===== src/rtl/scroll_display_n.sv =====
// Multiplexed 7-segment marquee: scans NUM_DIGITS digits out of a writable message buffer
// and slides the visible window by one entry on every scroll step.
module scroll_display_n #(
   parameter int unsigned NUM_DIGITS  = 4,
   parameter int unsigned MSG_DEPTH   = 16,
   parameter int unsigned REFRESH_DIV = 200000,
   parameter int unsigned STEP_DIV    = 200000000
) (
   input  logic                         fastclk,
   input  logic                         reset,
   input  logic                         wr_en,
   input  logic [$clog2(MSG_DEPTH)-1:0] wr_addr,
   input  logic [7:0]                   wr_data,
   input  logic [$clog2(MSG_DEPTH):0]   msg_len,
   input  logic                         enable,
   input  logic                         dir,
   input  logic                         blank,
   output logic [NUM_DIGITS-1:0]        select,
   output logic [7:0]                   hex_display,
   output logic [$clog2(MSG_DEPTH)-1:0] pos,
   output logic                         step_pulse
);

   localparam int unsigned AW      = $clog2(MSG_DEPTH);
   localparam int unsigned LW      = AW + 1;
   localparam int unsigned MemSize = 1 << AW;
   localparam int unsigned SW      = $clog2(NUM_DIGITS);
   localparam int unsigned RW      = (REFRESH_DIV > 1) ? $clog2(REFRESH_DIV) : 1;
   localparam int unsigned TW      = (STEP_DIV > 1) ? $clog2(STEP_DIV) : 1;

   localparam logic [RW-1:0]         RefMax  = RW'(REFRESH_DIV - 1);
   localparam logic [TW-1:0]         StepMax = TW'(STEP_DIV - 1);
   localparam logic [NUM_DIGITS-1:0] LeftSel = {1'b1, {(NUM_DIGITS - 1){1'b0}}};

   // Sized to the full address space so any pointer value reads a defined entry;
   // entries at or beyond MSG_DEPTH are never written and stay zero.
   logic [7:0]            mem_q [MemSize];
   logic [RW-1:0]         ref_cnt_q, ref_cnt_d;
   logic [TW-1:0]         step_cnt_q, step_cnt_d;
   logic [SW-1:0]         scan_idx_q, scan_idx_d;
   logic [AW-1:0]         rd_ptr_q, rd_ptr_d;
   logic [AW-1:0]         pos_q, pos_d;
   logic [NUM_DIGITS-1:0] select_q, select_d;
   logic [7:0]            hex_q, hex_d;
   logic                  pulse_q;

   logic [LW-1:0] eff_len;
   logic [LW-1:0] cur_inc;
   logic [AW-1:0] cur;
   logic [AW-1:0] last_idx;
   logic          ref_tick;
   logic          step_tick;
   logic          wr_ok;

   if (MemSize == MSG_DEPTH) begin : g_full_addr
      assign wr_ok = 1'b1;
   end else begin : g_part_addr
      assign wr_ok = ({1'b0, wr_addr} < LW'(MSG_DEPTH));
   end

   always_comb begin
      eff_len   = (msg_len > LW'(MSG_DEPTH)) ? LW'(MSG_DEPTH) : msg_len;
      last_idx  = AW'(eff_len - LW'(1));
      ref_tick  = (ref_cnt_q == RefMax);
      step_tick = enable && (step_cnt_q == StepMax);
      // Digit 0 re-anchors the frame on pos; later digits follow the read pointer.
      cur       = (scan_idx_q == '0) ? pos_q : rd_ptr_q;
      cur_inc   = {1'b0, cur} + LW'(1);

      ref_cnt_d  = ref_tick ? '0 : ref_cnt_q + RW'(1);
      step_cnt_d = step_cnt_q;
      if (enable) begin
         step_cnt_d = step_tick ? '0 : step_cnt_q + TW'(1);
      end

      // A shrunken message pulls the offset back in range before any step applies.
      pos_d = pos_q;
      if ({1'b0, pos_q} >= eff_len) begin
         pos_d = '0;
      end else if (step_tick) begin
         if (dir) begin
            pos_d = (pos_q == '0) ? last_idx : pos_q - AW'(1);
         end else begin
            pos_d = (({1'b0, pos_q} + LW'(1)) == eff_len) ? '0 : pos_q + AW'(1);
         end
      end

      rd_ptr_d = rd_ptr_q;
      if ({1'b0, rd_ptr_q} >= eff_len) begin
         rd_ptr_d = '0;
      end else if (ref_tick) begin
         rd_ptr_d = (cur_inc == eff_len) ? '0 : cur_inc[AW-1:0];
      end

      select_d   = select_q;
      hex_d      = hex_q;
      scan_idx_d = scan_idx_q;
      if (ref_tick) begin
         select_d   = LeftSel >> scan_idx_q;
         hex_d      = (blank || (eff_len == '0)) ? 8'h00 : mem_q[cur];
         scan_idx_d = (scan_idx_q == SW'(NUM_DIGITS - 1)) ? '0 : scan_idx_q + SW'(1);
      end
   end

   always_ff @(posedge fastclk) begin
      if (reset) begin
         for (int i = 0; i < MemSize; i++) begin
            mem_q[i] <= 8'h00;
         end
         ref_cnt_q  <= '0;
         step_cnt_q <= '0;
         scan_idx_q <= '0;
         rd_ptr_q   <= '0;
         pos_q      <= '0;
         select_q   <= '0;
         hex_q      <= '0;
         pulse_q    <= 1'b0;
      end else begin
         if (wr_en && wr_ok) begin
            mem_q[wr_addr] <= wr_data;
         end
         ref_cnt_q  <= ref_cnt_d;
         step_cnt_q <= step_cnt_d;
         scan_idx_q <= scan_idx_d;
         rd_ptr_q   <= rd_ptr_d;
         pos_q      <= pos_d;
         select_q   <= select_d;
         hex_q      <= hex_d;
         pulse_q    <= step_tick;
      end
   end

   assign select      = select_q;
   assign hex_display = hex_q;
   assign pos         = pos_q;
   assign step_pulse  = pulse_q;

endmodule


===== config.mk =====
export PLATFORM = sky130hd
export DESIGN_NAME = scroll_display_n
export DESIGN_NICKNAME = d
export VERILOG_FILES = /design/src/rtl/scroll_display_n.sv
export SDC_FILE = /design/constraint.sdc
export NUM_CORES = 1
export LEC_CHECK = 0
export CELL_PAD_IN_SITES_DETAIL_PLACEMENT = 1
export CELL_PAD_IN_SITES_GLOBAL_PLACEMENT = 1
export CORE_ASPECT_RATIO = 0.8
export CORE_MARGIN = 4
export CORE_UTILIZATION = 49
export DETAILED_ROUTE_END_ITERATION = 12
export PLACE_DENSITY = 0.82
export SLEW_MARGIN = 40
export SYNTH_ARGS = -nofsm -noshare
export SYNTH_HDL_FRONTEND = slang
export SYNTH_SLANG_ARGS = --single-unit

===== constraint.sdc =====
create_clock -name fastclk -period 3.2 [get_ports fastclk]
set_input_delay 0.64 -clock fastclk [delete_from_list [all_inputs] [get_ports fastclk]]
set_output_delay 0.64 -clock fastclk [all_outputs]
set_load 0.05 [all_outputs]

Yosys cells after proc, flatten, opt, wreduce, memory -nomap -nowiden
Memory sizes are Yosys's and may differ from the RTL's.
Index checks and enable logic that the tools add are counted.
{ "op_classes": {"n_addsub": 8, "order_cmp": 3, "n_eq_ne": 5, "shifts": 1, "n_mux": 17, "reduce_logical": 9} }
{ "op_table": {"columns": ["op", "count"], "rows": [
  ["28-bit by 1-bit adder with 28-bit output, second input constant", 1],
  ["28-bit equality test, second input constant", 1],
  ["28-bit two-way mux", 1],
  ["4-bit two-way mux", 6],
  ["18-bit by 1-bit adder with 18-bit output, second input constant", 1],
  ["18-bit equality test, second input constant", 1],
  ["8-bit two-way mux", 2],
  ["4-bit by 1-bit adder with 5-bit output, second input constant", 2],
  ["5-bit equality test", 2],
  ["4-bit by 5-bit greater-or-equal comparator with 1-bit output", 2],
  ["8-bit OR reduction", 1],
  ["4-bit by 1-bit subtractor with 4-bit output, second input constant", 2],
  ["1-bit two-way mux", 6],
  ["2-bit OR reduction", 3],
  ["5-bit greater-than comparator, second input constant", 1],
  ["5-bit zero test", 1],
  ["5-bit two-way mux", 1],
  ["4-bit by 1-bit adder with 4-bit output, second input constant", 1],
  ["4-bit zero test", 1],
  ["4-bit by 2-bit >> shifter with 4-bit output, first input constant", 1],
  ["2-bit by 1-bit adder with 2-bit output, second input constant", 1],
  ["2-bit equality test, second input constant", 1],
  ["2-bit zero test", 1],
  ["2-bit two-way mux", 1],
  ["2 further kinds", 2]
]} }
{ "word_totals": {"reg_bits": 69, "ramBits": 128, "input_bits": 23, "out_inout_bits": 17, "wordCells": 52, "memories": 1} }
{ "mem_list": {"columns": ["memory", "depth", "width", "rd", "rd_clocked_by_memory_dff", "wr", "line_no", "text"], "rows": [
  ["mem_q", 16, 8, 1, 0, 16, "37", "logic [7:0] mem_q [MemSize];"]
]} }

Logic depth before layout (Yosys ltp)
Gate-level depths: netlist of the first run.
{ "logic_depth": {"ltp_word": 5, "mapped_depth": 15} }

Least setup slack after synthesis of the first run
No wires, ideal clock.
{ "synth_timing": {"path_type": "flip-flop to flip-flop", "startpoint": "register pos_q[0], in the netlist pos[0]", "endpoint": "register rd_ptr_q[2]", "setup_time_ns": 0.117, "arrival_ns": 2.678, "slack_ns": 0.405, "path_stages_with_launch": 14, "path_buffers": 4, "path_cell_list": "dfxtp_1 > buf_2 > mux2i_4 > inv_4 > buf_6 > buf_6 > buf_6 > ha_1 > nand4b_1 > a21oi_1 > nand2_1 > a2111oi_2 > nor4_2 > a22o_1"} }
{ "synth_between": {"elab_chain_cells": 4} }
{ "synth_rtl": {"columns": ["element", "line_no", "text"], "rows": [
  ["start, declared", "42", "logic [AW-1:0] pos_q, pos_d;"],
  ["start signal, assigned", "126", "pos_q <= pos_d;"],
  ["4-bit two-way mux (*)", "67", "cur = (scan_idx_q == '0) ? pos_q : rd_ptr_q;"],
  ["4-bit by 1-bit adder with 5-bit output (*)", "68", "cur_inc = {1'b0, cur} + LW'(1);"],
  ["5-bit equality test", "92", "rd_ptr_d = (cur_inc == eff_len) ? '0 : cur_inc[AW-1:0];"],
  ["4-bit two-way mux (*)", "92", null],
  ["end signal, assigned", "125", "rd_ptr_q <= rd_ptr_d;"],
  ["end, declared", "41", "logic [AW-1:0] rd_ptr_q, rd_ptr_d;"]
]} }
Mark *: on every way between the ends. The rest lies on a longest branch, timed or not.
A chain may end at the register's enable or synchronous reset.

Worst setup path after layout of the first run
{ "layout_timing": {"startpoint": "register pos_q[2], in the netlist pos[2]", "endpoint": "output port pos[2]"} }
{ "layout_lines": {"columns": ["element", "line_no", "text"], "rows": [
  ["end, declared", "20", "output logic [$clog2(MSG_DEPTH)-1:0] pos,"]
]} }
No word-level cell between the ends.

==> flow_summary.yaml, run 1 <==
critical_path:
  path_max_fanout: 19
  rr_worst_depth: 9
  end_kind: "output pin"
  startpoint_type: "flip-flop"
  cp.buffers_inverters: 1
  path_delay_family: "buffers and inverters"
  path_cells: "clkdlybuf4s50_1"
  critPathKind: "flip-flop to output pin"
  timing.rr.start: "scan_idx_q[1]"
  reg2reg_slack_ns: 0.40
  crit_slowest_cell: "clkdlybuf4s50_1"
  r2r_end: "hex_display[3]"
  cp.arrival_ns: 2.21
  slowest_delay_ns: 0.95
  required_ns: 2.56
route:
  routedWlPerCell_um: 21.14
  vias: 6801
  dr.first_iter.drc_count: 477
  drc: 0
  drt_pass1_iterations: 5
  wl_mm: 25.11
  antenna_left: 0
  vias_per_cell: 5.725
clock_tree:
  cts-htree-levels: 4
  root_buffer: "clkbuf_16"
  ctsHoldBuffers: 0
  cts_tree: "done"
  post_cts_resized: 0
  cts_buffers: 17
  clockBufferDepth: 2
  cts_sinks: 197
  postCtsSetupRepairBufs: 0
  insertion_delay_ns: 0.44
  clkTransAtPathRegs_ns: 0.08
logic_synthesis:
  yosysMostFrequentCell: "and2_1"
  syn_area_mm2: 0.009593
  yosysUniqueCellTypes: 60
  ys_warn_count: 0
  ys.flop_type: "edfxtp_1"
  synth_edf_count: 128
  syn-num-nets: 912
  syn_avg_cell_area_um2: 11.01
  synth_area_leaders: "edfxtp_1, dfxtp_1, and2_1, nor2_1, mux2i_1"
  async_flop_share_pct: 0
  synth.top_cell.area_share_pct: 40.07
  syn-instance-count: 871
  synth-seq-area-share_pct: 54.47
  ys_ff_latch: 197
  synth_area_leader_cell: "edfxtp_1"
  ys_top_cells_by_count: "and2_1, edfxtp_1, nor2_1, nand2_1, dfxtp_1"
finish:
  antennaDiodeCount: 0
  syn_to_final_growth_pct: 13.98
  nets: 958
  drive_gt1_share_pct: 9.677
floorplanning:
  fp.dieArea_mm2: 0.02189
  coreArea_mm2: 0.01909
  fp-row-count: 45
  die_w_um: 164.4
  fp.dieH_um: 133.1
  start_util_pct: 50.26
  io_pins: 40
placed_design:
  dp_hpwl_mm: 16.68
  port_buffers: 39
  place_ws_ns: 0.1849
  routabilityCongestion: 0.8261
min_path:
  hold_path_startpoint: "hex_display[3]"
  hold_path_end: "hex_display[3]"
  hp-class: "flip-flop to flip-flop"
  holdPathStages: 2
power_and_ir_drop:
  peakVddDrop_mv: 0.2887
  power_uw: 5348
  power_leakage_uw: 0.003903
  pwr_density_cell_mw_per_mm2: 489.1
global_routing:
  grt_start_max_net_pins: 48
  grtUsageTotal_pct: 23.62
  grt_pass1_wl_mm: 39.82
  antenna_found_initial: 0
  grt_overflow: 0
  grt_pass1_vias: 7151
outcome:
  outcome: "complete, no violations"
sta:
  layout_worst_path_cycle_share_pct: 89.19
  hold_slack_ns: 0.4530
  slew_headroom_pct: 49.00
  worst_clock_skew_ns: 0.01044
  fin_ws_ns: 0.3460
  min_period_ns: 2.854
  hold_viol: 0
  worst_pin_slew_ns: 0.7626
  tns_ns: 0
  rsz0062_at_grt: "no"
  timing.fmax_ghz: 0.3504
  drv_slew: 0
  setup_violations: 0
job:
  max-cap-violations: 0
layer usage:
layer  up-vias  wire length (µm)  GRT usage [%]
li1       3178                 -              -
met1      3459             11520          32.16
met2       145             12240          39.05
met3        19              1098          4.671
met4         0               244          6.005
met5         -                 0              0
layout by cell type, fill, tap and decap left out, drive strengths merged, types with 22 or more instances in the layout:
master / instances
and2: 129
edfxtp: 128
nor2: 92
nand2: 72
dfxtp: 69
clkdlybuf4s50: 39
mux2i: 32
a21oi: 30
xor2: 29
buf: 28
nand3: 23
xnor2: 22
logic make-up after synthesis:
kind of cell,after synthesis,share of synthesized area (%)
buffers and inverters,50,2.569
multiplexers,45,6.378
XOR/XNOR,52,4.891
adder cells (fa/ha/maj),18,2.348
flip-flops,197,54.47
AO/OA/AOI/OAI,94,6.574
AND/OR/NAND/NOR,415,22.77
power breakdown:
part / leakage (µW) / switching [µW] / internal, µW / total [µW]
sequential: 0.00178 / 34.0 / 2800 / 2830
clock: 0.000300 / 1060 / 1190 / 2250
combinational: 0.00183 / 169 / 98.8 / 268
final cells by class:
type	count	area, µm²
fillers	1992	8153
flip-flops and latches	197	5225
multi-input cells	624	4121
repair buffers	67	613.1
clock buffers	17	425.4
well taps	258	322.8
clock inverters	15	186.4
inverters	10	40.04
state kept, by name (all words and copies together) (netlist names):
signal,cells
mem_q,128
hex_display,8
select,4
step_pulse,1
scan_idx_q,2
ref_cnt_q,18
pos,4
rd_ptr_q,4
step_cnt_q,28
metrics by stage:
stage / cell area [µm²] / util (%) / std cells
final: 10930 / 57.29 / 1188
after floorplan: 9593 / - / 871
after detailed placement: 10320 / 54.08 / 1156
after global routing: 10930 / 57.29 / 1188
after global placement: 10320 / 54.08 / 1156
after CTS: 10930 / 57.29 / 1188
how the worst max path moves through the flow:
stage	from	end	slack, ns	depth (start not counted)
5_1_grt	scan_idx_q[0]	rd_ptr_q[0]	0.19	10
3_5_place_dp	msg_len[0]	rd_ptr_q[0]	0.18	9
2_1_floorplan	pos[0]	rd_ptr_q[2]	0.41	13
6_report	pos[2]	pos[2]	0.35	1
4_1_cts	pos[2]	pos[2]	0.35	1
3_3_place_gp	msg_len[0]	rd_ptr_q[3]	0.30	9
(Power assumes the default switching activity.)
==> run 2, diff against run 1 <==
--- a/config.mk
+++ b/config.mk
@@ -9,9 +9,9 @@
 export CELL_PAD_IN_SITES_GLOBAL_PLACEMENT = 1
 export CORE_ASPECT_RATIO = 0.8
 export CORE_MARGIN = 4
-export CORE_UTILIZATION = 49
+export CORE_UTILIZATION = 36
 export DETAILED_ROUTE_END_ITERATION = 12
-export PLACE_DENSITY = 0.82
+export PLACE_DENSITY = 0.64
 export SLEW_MARGIN = 40
 export SYNTH_ARGS = -nofsm -noshare
 export SYNTH_HDL_FRONTEND = slang
==> run 2 against run 1 <==
Hold slack got worse by 0.0015 ns. Core utilization fell by 15 points. Worst setup slack improved by 0.073 ns. Via count fell by 3.3%. Final cell count rose by 9.1%. First-iteration DRC count fell by 32%. Critical path depth did not move. Critical path type unchanged. Critical endpoint unchanged. Largest power group unchanged.
==> flow_summary.yaml, run 2 (synthesis results as in run 1) <==
sta:
  layout_worst_path_cycle_share_pct: 86.91
  tns_ns: 0
  rsz0062_at_grt: "no"
  drv_slew: 0
  slew_headroom_pct: 49.78
  setup_violations: 0
  hold_slack_ns: 0.4515
  timing.fmax_ghz: 0.3596
  worst_pin_slew_ns: 0.7510
  fin_ws_ns: 0.4190
  worst_clock_skew_ns: 0.006770
  hold_viol: 0
  min_period_ns: 2.781
clock_tree:
  ctsHoldBuffers: 0
  cts_tree: "done"
  cts-htree-levels: 4
  clkTransAtPathRegs_ns: 0.08
  post_cts_resized: 0
  clockBufferDepth: 2
  root_buffer: "clkbuf_16"
  cts_sinks: 197
  cts_buffers: 17
  postCtsSetupRepairBufs: 0
  insertion_delay_ns: 0.44
floorplanning:
  fp.dieArea_mm2: 0.02934
  die_w_um: 190.5
  io_pins: 40
  fp-row-count: 53
  coreArea_mm2: 0.02626
  fp.dieH_um: 154.0
  start_util_pct: 36.53
finish:
  final_cell_mix: "and2_1, edfxtp_1, nor2_1"
  regMostFlops: "mem_q"
  antennaDiodeCount: 0
  drive_gt1_share_pct: 10.76
  layout.cells.most_common: "and2_1"
  syn_to_final_growth_pct: 15.87
  nets: 967
  largest_reg_flops: 128
  nFillCells: 2889
  top_regs: "mem_q x128, step_cnt_q x28, ref_cnt_q x18"
placed_design:
  port_buffers: 39
  place_ws_ns: 0.2285
  dp_hpwl_mm: 17.09
  routabilityCongestion: 0.7924
global_routing:
  grtUsageTotal_pct: 17.30
  grt_overflow: 0
  grt_pass1_wl_mm: 39.22
  antenna_found_initial: 1
  grt_start_max_net_pins: 27
  grt_pass1_vias: 6822
critical_path:
  required_ns: 2.56
  cp.arrival_ns: 2.14
  critPathKind: "flip-flop to output pin"
  path_delay_family: "buffers and inverters"
  end_kind: "output pin"
  path_cells: "clkdlybuf4s50_1"
  slowest_delay_ns: 0.93
  cp.buffers_inverters: 1
  crit_slowest_cell: "clkdlybuf4s50_1"
  path_max_fanout: 16
  startpoint_type: "flip-flop"
route:
  wl_mm: 24.67
  antenna_left: 0
  drc: 0
  vias: 6576
  dr.first_iter.drc_count: 323
  drt_pass1_iterations: 4
  routedWlPerCell_um: 19.03
  vias_per_cell: 5.074
power_and_ir_drop:
  power_leakage_uw: 0.003949
  pwr_density_cell_mw_per_mm2: 480.2
  power_uw: 5337
  peakVddDrop_mv: 0.3731
job:
  max-cap-violations: 0
outcome:
  outcome: "complete, no violations"
min_path:
  hp-class: "flip-flop to flip-flop"
## run 2: cell count changes in the layout (fill, tap and decap cells not counted), moves of 2 or more
cell and delta:
inv_4 +2, clkinv_4 -2, clkbuf_16 +3, buf_4 +10, bufinv_16 -2
## run 2: layer usage
layer	routed length, µm	GRT usage, %	vias to the layer above
met3	1152	4.040	22
met2	11160	26.91	96
met4	321	4.410	2
met1	12020	24.52	3249
li1	-	-	3207
met5	13	0	-
## run 2: final cells by class
class,count,area [µm²],share of cell area [%]
Sequential cell,197,5225,47.01
Multi-Input combinational cell,624,4124,37.10
Timing Repair Buffer,76,668.1,6.011
Clock buffer,21,514.2,4.626
Tap cell,357,446.7,4.018
Clock inverter,11,97.59,0.8780
Inverter,10,40.04,0.3602
## run 2: path summary, 6_finish.rpt
kind | depth (start not counted) | startpoint | slack (ns) | to
max reg2reg | 11 | scan_idx_q[0] | 0.43 | rd_ptr_q[3]
min reg2reg | 2 | hex_display[3] | 0.45 | hex_display[3]
min | 2 | hex_display[3] | 0.45 | hex_display[3]
max | 1 | pos[2] | 0.42 | pos[2]
## run 2: report_power, final
part           total [µW]  leakage [µW]  internal, µW  switching, µW
Clock                2240      0.000303          1190           1050
Combinational         266       0.00187           101            165
Sequential           2830       0.00178          2800           31.4
## run 2: metrics by stage
stage / cells / area, µm² / util, %
2_1_floorplan: 871 / 9593 / -
3_3_place_gp: 1264 / 10500 / 39.99
3_5_place_dp: 1264 / 10500 / 40.00
4_1_cts: 1296 / 11120 / 42.33
5_1_grt: 1296 / 11120 / 42.33
6_report: 1296 / 11120 / 42.33
==> run 3, diff against run 2 <==
--- a/config.mk
+++ b/config.mk
@@ -11,7 +11,9 @@
 export CORE_MARGIN = 4
 export CORE_UTILIZATION = 36
 export DETAILED_ROUTE_END_ITERATION = 12
+export GPL_TIMING_DRIVEN = 0
 export PLACE_DENSITY = 0.64
+export REMOVE_ABC_BUFFERS = 1
 export SLEW_MARGIN = 40
 export SYNTH_ARGS = -nofsm -noshare
 export SYNTH_HDL_FRONTEND = slang
==> run 3 against run 2 <==
Non-clock buffer count fell by 30. Global-route usage decreased by 0.15 points. Total power grew 0.94%. Largest cell class unchanged. Largest power group unchanged.
==> flow_summary.yaml, run 3 (synthesis results as in run 1) <==
finish:
  top_regs: "mem_q x128, step_cnt_q x28, ref_cnt_q x18"
  antennaDiodeCount: 0
  layout.cells.most_common: "and2_1"
  fin_area_mm2: 0.01100
  syn_to_final_growth_pct: 14.66
  post-route-util_pct: 41.89
  final_cell_mix: "and2_1, edfxtp_1, nor2_1"
  nets: 937
  nFillCells: 2849
  drive_gt1_share_pct: 8.581
  regMostFlops: "mem_q"
  largest_reg_flops: 128
outcome:
  outcome: "complete, no violations"
route:
  antenna_left: 0
  vias_per_cell: 5.156
  drt_pass1_iterations: 5
  wl_mm: 24.53
  vias: 6527
  routedWlPerCell_um: 19.38
  dr.first_iter.drc_count: 340
  drc: 0
power_and_ir_drop:
  power_leakage_uw: 0.003823
  peakVddDrop_mv: 0.3936
  pwr_density_cell_mw_per_mm2: 489.8
  power_uw: 5387
global_routing:
  grt_overflow: 0
  grt_pass1_wl_mm: 38.58
  antenna_found_initial: 0
  grtUsageTotal_pct: 17.15
  grt_pass1_vias: 6588
  grt_start_max_net_pins: 49
placed_design:
  routabilityCongestion: 0.7414
  place_area_mm2: 0.01033
  dp_hpwl_mm: 16.46
  port_buffers: 39
floorplanning:
  fp.dieArea_mm2: 0.02934
  coreArea_mm2: 0.02626
  io_pins: 40
  start_util_pct: 36.53
  die_w_um: 190.5
  fp-row-count: 53
  fp.dieH_um: 154.0
critical_path:
  cp.arrival_ns: 3.26
  end_kind: "flip-flop"
  startpoint_type: "flip-flop"
  required_ns: 3.53
  path_max_fanout: 10
  critPathKind: "flip-flop to flip-flop"
  timing.rr.start: "scan_idx_q[0]"
  crit_start: "scan_idx_q[0]"
job:
  max-cap-violations: 0
sta:
  min_period_ns: 2.926
  rsz0062_at_grt: "no"
  slew_headroom_pct: 44.96
  hold_slack_ns: 0.4588
  setup_violations: 0
  hold_viol: 0
  timing.fmax_ghz: 0.3417
  worst_pin_slew_ns: 0.8244
  layout_worst_path_cycle_share_pct: 91.44
  drv_slew: 0
  worst_clock_skew_ns: 0.01277
  tns_ns: 0
clock_tree:
  clkTransAtPathRegs_ns: 0.08
  ctsHoldBuffers: 0
  cts-htree-levels: 4
  cts_tree: "done"
  cts_sinks: 197
  cts_buffers: 17
  insertion_delay_ns: 0.44
  clockBufferDepth: 2
  root_buffer: "clkbuf_16"
min_path:
  hold_path_startpoint: "hex_display[7]"
  hp-class: "flip-flop to flip-flop"
==> run 3: area by class of cell <==
type	instances	area, µm²	share of cell area (%)
clock buffers	21	504.2	4.584
clock inverters	11	126.4	1.149
inverters	10	45.04	0.4095
multi-input cells	624	4179	37.99
flip-flops and latches	197	5225	47.50
well taps	357	446.7	4.061
repair buffers	46	473.0	4.300
==> run 3: timing repair <==
item,CTS,global route
buffers inserted,0,2
resized for setup,3,1
endpoints found under the setup margin,11,6
pin swaps,0,1
gates cloned,0,0
==> run 3: critical path: stages (launching register included) <==
cell and delay, ns:
dfxtp_1 0.41, inv_1 0.11, ha_4 0.19, buf_4 0.17, nand2b_1 0.16, nand2_1 0.37, ha_1 0.32, nand4b_1 0.14
a21oi_1 0.18, nand2_1 0.09, a2111oi_2 0.35, nor4_2 0.11, a22o_1 0.21
==> run 3: final timing paths <==
path	endpoint	slack, ns	cells after the start
max	rd_ptr_q[3]	0.27	12
min	hex_display[7]	0.46	2
max reg2reg	rd_ptr_q[3]	0.27	12
min reg2reg	hex_display[7]	0.46	2
==> run 3: per-layer routing <==
metal | up-vias | wire (µm) | GRT usage (%)
met3 | 19 | 823 | 3.087
met1 | 3269 | 12510 | 25.25
li1 | 3140 | - | -
met5 | - | 0 | 0
met2 | 99 | 10950 | 26.34
met4 | 0 | 245 | 4.239
==> run 3: per-stage QoR <==
step,std cells,setup slack (ns)
6_report,1266,0.2738
5_1_grt,1266,0.06925
4_1_cts,1264,0.07935
3_5_place_dp,1232,-0.3747
3_3_place_gp,1227,-1.376
2_1_floorplan,831,-0.2611
==> run 3: power by group <==
group / total (µW) / leakage, µW / switching [µW] / internal (µW)
Clock: 2290 / 0.000311 / 1050 / 1250
Combinational: 264 / 0.00174 / 168 / 96.3
Sequential: 2830 / 0.00178 / 31.1 / 2800
Total: 5390 / 0.00382 / 1250 / 4140
